--- config.mk ---
export PLATFORM = sky130hd
export DESIGN_NAME = shift_reg_universal
export DESIGN_NICKNAME = d
export VERILOG_FILES = /design/src/rtl/shift_reg_universal.sv
export SDC_FILE = /design/constraint.sdc
export NUM_CORES = 1
export LEC_CHECK = 0
export CORE_MARGIN = 5
export CORE_UTILIZATION = 52
export CTS_CLUSTER_SIZE = 20
export DETAILED_ROUTE_END_ITERATION = 6
export DONT_BUFFER_PORTS = 1
export GPL_ROUTABILITY_DRIVEN = 0
export PLACE_DENSITY = 0.66
export SYNTH_ARGS = -nofsm -noshare
export SYNTH_HDL_FRONTEND = slang
export SYNTH_SLANG_ARGS = --single-unit
--- constraint.sdc ---
create_clock -name clk -period 1.15 [get_ports clk]
set_input_delay 0.1725 -clock clk [delete_from_list [all_inputs] [get_ports clk]]
set_output_delay 0.1725 -clock clk [all_outputs]
set_load 0.005 [all_outputs]
--- src/rtl/shift_reg_universal.sv ---
// Universal shift register (hold / shift right / shift left / parallel load) with a per-word shift counter.
// Latency: q, serial taps and counters update 1 cycle after an enabled edge; outputs are pure register taps.
// No backpressure: en=0 stalls all state. Optional rotate feedback is built when SHREG_ROTATE_EN is defined.
module shift_reg_universal #(
  parameter int                WIDTH   = 8,
  parameter logic [WIDTH-1:0]  RST_VAL = '0
) (
  input  logic                         clk,
  input  logic                         rst_n,
  input  logic                         en,
  input  logic [1:0]                   mode,
  input  logic                         sin_msb,
  input  logic                         sin_lsb,
`ifdef SHREG_ROTATE_EN
  input  logic                         rotate,
`endif
  input  logic [WIDTH-1:0]             pdata_in,
  output logic [WIDTH-1:0]             pdata_out,
  output logic                         sout_lsb,
  output logic                         sout_msb,
  output logic [$clog2(WIDTH+1)-1:0]   shift_cnt,
  output logic                         word_done
);

  localparam int                CNT_W    = $clog2(WIDTH+1);
  localparam logic [CNT_W-1:0]  CNT_LAST = CNT_W'(WIDTH-1);

  typedef enum logic [1:0] {
    MODE_HOLD  = 2'b00,
    MODE_SHR   = 2'b01,
    MODE_SHL   = 2'b10,
    MODE_LOAD  = 2'b11
  } mode_e;

  logic [WIDTH-1:0] q;
  logic             msb_in;
  logic             lsb_in;
  mode_e            mode_q;

  assign mode_q = mode_e'(mode);

`ifdef SHREG_ROTATE_EN
  // Rotation feeds the bit falling off one end back into the other.
  assign msb_in = rotate ? q[0]       : sin_msb;
  assign lsb_in = rotate ? q[WIDTH-1] : sin_lsb;
`else
  assign msb_in = sin_msb;
  assign lsb_in = sin_lsb;
`endif

  always_ff @(posedge clk or negedge rst_n) begin
    if (!rst_n) begin
      q         <= RST_VAL;
      shift_cnt <= '0;
      word_done <= 1'b0;
    end else begin
      word_done <= 1'b0;
      if (en) begin
        unique case (mode_q)
          MODE_SHR: q <= {msb_in, q[WIDTH-1:1]};
          MODE_SHL: q <= {q[WIDTH-2:0], lsb_in};
          MODE_LOAD: begin
            q         <= pdata_in;
            shift_cnt <= '0;
          end
          default: ;
        endcase
        // Both shift directions count toward the same word.
        if (mode_q == MODE_SHR || mode_q == MODE_SHL) begin
          if (shift_cnt == CNT_LAST) begin
            shift_cnt <= '0;
            word_done <= 1'b1;
          end else begin
            shift_cnt <= shift_cnt + 1'b1;
          end
        end
      end
    end
  end

  assign pdata_out = q;
  assign sout_lsb  = q[0];
  assign sout_msb  = q[WIDTH-1];

endmodule

# Word level (Yosys, flattened, before mapping)
# Index checks and enable logic that the tools add are counted.
[totals]
memories = 0
register_bits = 13
mem_bits_rw = 0
wordCells = 20
output_inout_bits = 15
romBits = 0
latchBits = 0
in_bits = 15
[classes]
magnitude_cmp = 0
div = 0
multipliers = 0
mux = 7
bitwise_logic = 0
add_sub_neg = 1
n_eq_ne = 4
shift = 0
n_reduce_logical = 5
[ops]
columns = ["operator", "count"]
rows = [
  ["one-hot mux 8 bit (3 select lines)", 1],
  ["2-to-1 mux 4 bit", 3],
  ["adder 4 x 1 -> 4 bit (second input constant)", 1],
  ["equality test 2 bit (second input constant)", 2],
  ["equality test 4 x 3 -> 1 bit (second input constant)", 1],
  ["AND reduction 2 bit", 2],
  ["2-to-1 mux 1 bit", 3],
  ["nonzero test 3 bit", 1],
  ["equality test 2 x 1 -> 1 bit (second input constant)", 1],
  ["nonzero test 2 bit", 1],
  ["logical OR 1 bit", 1],
]

# Depth between registers and ports, before layout
[depth]
ltp_word = 4
depth_mapped = 6
mapped_depth_nobuf = 5

# Worst setup path after synthesis
# Ideal clock, no wire load.
[synth_timing]
path_kind = "register to register"
startpoint = "reg shift_cnt[0]"
endpoint = "reg shift_cnt[3]"
slack_ns = -0.137
required_time_ns = 1.074
arrival_ns = 1.211
path_stages_with_launch = 4
synth_period_minus_slack_ns = 1.287
n_path_buf = 0
path_cell_list = "dfrtp_1 > ha_1 > or4_1 > o21ai_1"
[synth_via]
elab_chain_cells = 3
[synth_rtl]
columns = ["element", "line_no", "rtl"]
rows = [
  ["start: declaration", "21", "output logic [$clog2(WIDTH+1)-1:0] shift_cnt,"],
  ["start signal: assignment", "74", "shift_cnt <= shift_cnt + 1'b1;"],
  ["adder 4 x 1 -> 4 bit / equality test 4 x 3 -> 1 bit (equally long branches)", "74, 70", ""],
  ["2-to-1 mux 4 bit (*)", "70", "if (shift_cnt == CNT_LAST) begin"],
  ["2-to-1 mux 4 bit (*)", "69", "if (mode_q == MODE_SHR || mode_q == MODE_SHL) begin"],
]
# Every way passes the cells marked *; elsewhere a longest branch is shown, timed or not.
# A chain may end at the register's enable or synchronous reset.

# Final worst setup path
# Ends and elaborated chain as after synthesis.

==> out/summary.txt <==
Status - finished with violations
Failing checks - negative setup slack
Initial Util - 54.43%
Num CTS Buffers - 3
First drt pass iteration count - 4
Final period util - 102.9%
Arrival @ worst endpoint - 1400 ps
Slew Limit Fails - 0
Design Area, Final - 833.3 um2
EDFF count, synth - 0
Async set-or-reset flop fraction in the synthesized netlist - 100.0%
Placeable Area - 1285 um2
Die area - 2179 um2
Peak VDD IR - 0.6974 mV
Synth cell types - 20
Required @ worst endpoint - 1360 ps
Mapped Nets - 95
CP Max Fanout - 4
CP endpoint kind - register
Post-synth top area cell - dfrtp_1
First DRT Iteration DRCs - 6
Flops & latches, synth - 13
Leakage - 0.3822 nW
First-pass GRT wire length - 2711 um
Critical Path Max Stage Delay - 420 ps
Post-Place Cells - 95
Die span in x - 46.68 um
Layout cell share with drive strength beyond 1 - 22.35%
Post-route DRC - 0
Post-DR vias/cell - 5.910
Pre-CTS setup slack - -16.49 ps
Final Util - 64.85%
DP HPWL - 1299 um
Share of the synthesized area in the top cell type - 46.51%
Clock tree buffer depth - 2
RSZ-0062 raised after global routing - true
Crit path time final - 1183 ps
Tightest hold margin - 65.48 ps
Most common cell after layout, fill and taps aside - dfrtp_1
Die height - 46.68 um
P_int - 798.7 uW
Max Clock Freq - 0.8454 GHz
Largest net degree at the start of global routing - 17
Grt met2 use - 32.14%
Filler Cell Count - 111
Post-Syn Instances - 76
Combinational share of power - 22.6%
Top area cells in the synthesized netlist - dfrtp_1 47%, a22o_1 10%, ha_1 7.2%
Via count - 591
Gr ovfl total - 0
Root Buffer - clkbuf_4
Most used DFF post-synth - dfrtp_1
Most frequent cells in the layout - 13 x dfrtp_1, 11 x nand2_1, 10 x o21ai_1
Cell Area, Placed - 792.0 um2
Met1 Track Usage GR - 19.46%
Final non-filler cell total - 100
Final WL - 1669 um
Seq/Total Area, Yosys - 46.51%
# diodes - 0
Clk_lat worst skew - 280 ps
Syn_area_per_cell - 9.203 um2
Sequential share of power - 52.4%
Total GRT Usage - 18.20%
Avg WL per Cell - 16.69 um
Initial antenna violation count - 0
CTS tree - yes
Max Cap Violations - 0
Power Total - 1.179 mW
Max stage delay cell, worst path - dfrtp_1
CP Cell Sequence - ha_2, or4_1, o21ai_1
CP Launch Type - register
Area grow syn2layout - 19.14%
Fin nets - 105
TNS Setup - -32.92 ps
Number of hold violations in the final report - 0
Max transition margin - 59.99%
Kind of critical path - register to register
Post-Syn Area - 699.4 um2
GR peak layer - met2
Boundary Pins - 30
Power Dens Cells - 1415 nW/um2
Clock-pin transition on the worst setup and hold timing paths - 80 ps
Clock power frac - 24.9%
Ys Warns - 0
Final worst setup slack - -32.92 ps
PortBufs - 0
Grt met3 use - 5.859%
Row cnt - 13
CTS Sinks - 13
Sw Share - 32.26%
Worst Max-Slew Pin Slew - 598.2 ps
Vias in the first global route - 632
Antenna viol nets, final - 0
Final setup fails - 1
Net switching power figure - 380.4 uW
Worst Hold Class - primary input to register
Setup Skew - 1.191 ps
H-tree lvl count - 1
Setup repair bufs after CTS - 0
==> path summary, 6_finish.rpt <==
kind                                           from                        to  slack, ps  depth (start not counted)
max                        shift_cnt[0]$_DFFE_PN0P_  shift_cnt[3]$_DFFE_PN0P_        -30                          3
min                                              en       word_done$_DFF_PN0_         70                          1
max reg2reg                shift_cnt[0]$_DFFE_PN0P_  shift_cnt[3]$_DFFE_PN0P_        -30                          3
min reg2reg                pdata_out[1]$_DFFE_PN0P_  pdata_out[1]$_DFFE_PN0P_        570                          2
max in group asynchronous                     rst_n  pdata_out[0]$_DFFE_PN0P_        430                          1
min in group asynchronous                     rst_n  pdata_out[1]$_DFFE_PN0P_        330                          1
==> sequential cells by signal, summed over array words and instances, names as in the netlist <==
name	count
pdata_out	8
shift_cnt	4
word_done	1
==> synth_stat cells (all sizes together) (2+ instances only) <==
cell type / n
dfrtp: 13
o21ai: 12
nand2: 11
a21oi: 9
a22o: 8
ha: 4
buf: 3
clkbuf: 3
inv: 3
and3: 2
nand2b: 2
==> logic make-up after synthesis <==
logic type      Yosys count  share of synthesized area (%)
compound gates           30                          26.12
simple gates             20                          14.13
flops                    13                          46.51
buf+inv                   9                          6.081
fa+ha+maj                 4                          7.156
==> metal layers <==
layer / wire length, um / vias up
met1: 664 / 279
li1: - / 289
met2: 833 / 21
met5: 0 / -
met3: 157 / 2
met4: 13 / 0
==> critical path: cells and delay by family (launching register included) <==
kind / cells / cell delay (ps)
compound gates: 1 / 80
flops: 1 / 420
simple gates: 1 / 400
fa+ha+maj: 1 / 220
==> what timing repair did <==
item	in CTS	in global routing
pin swaps	0	1
setup endpoints to repair	1	1
hold endpoints to repair	13	0
hold buffers	1	0
resized for setup	0	1
==> power by group through the flow <==
stage	Combinational, mW	Sequential (mW)	Clock (mW)
finish	0.267	0.618	0.294
global placement	0.244	0.621	0
detailed placement	0.257	0.626	0
global route	0.308	0.632	0.326
CTS	0.269	0.618	0.301
floorplan	0.174	0.608	0
==> cell type report <==
| class | instances | area, um2 | area share [%] |
|---|---|---|---|
| sequential | 13 | 325.3 | 39.04 |
| multi-input combinational | 54 | 351.6 | 42.19 |
| inverter | 3 | 13.76 | 1.652 |
| tap | 15 | 18.77 | 2.252 |
| timing repair buffer | 11 | 97.59 | 11.71 |
| clock buffer | 4 | 26.28 | 3.153 |
Note: power is estimated with default switching activity, not from simulation.
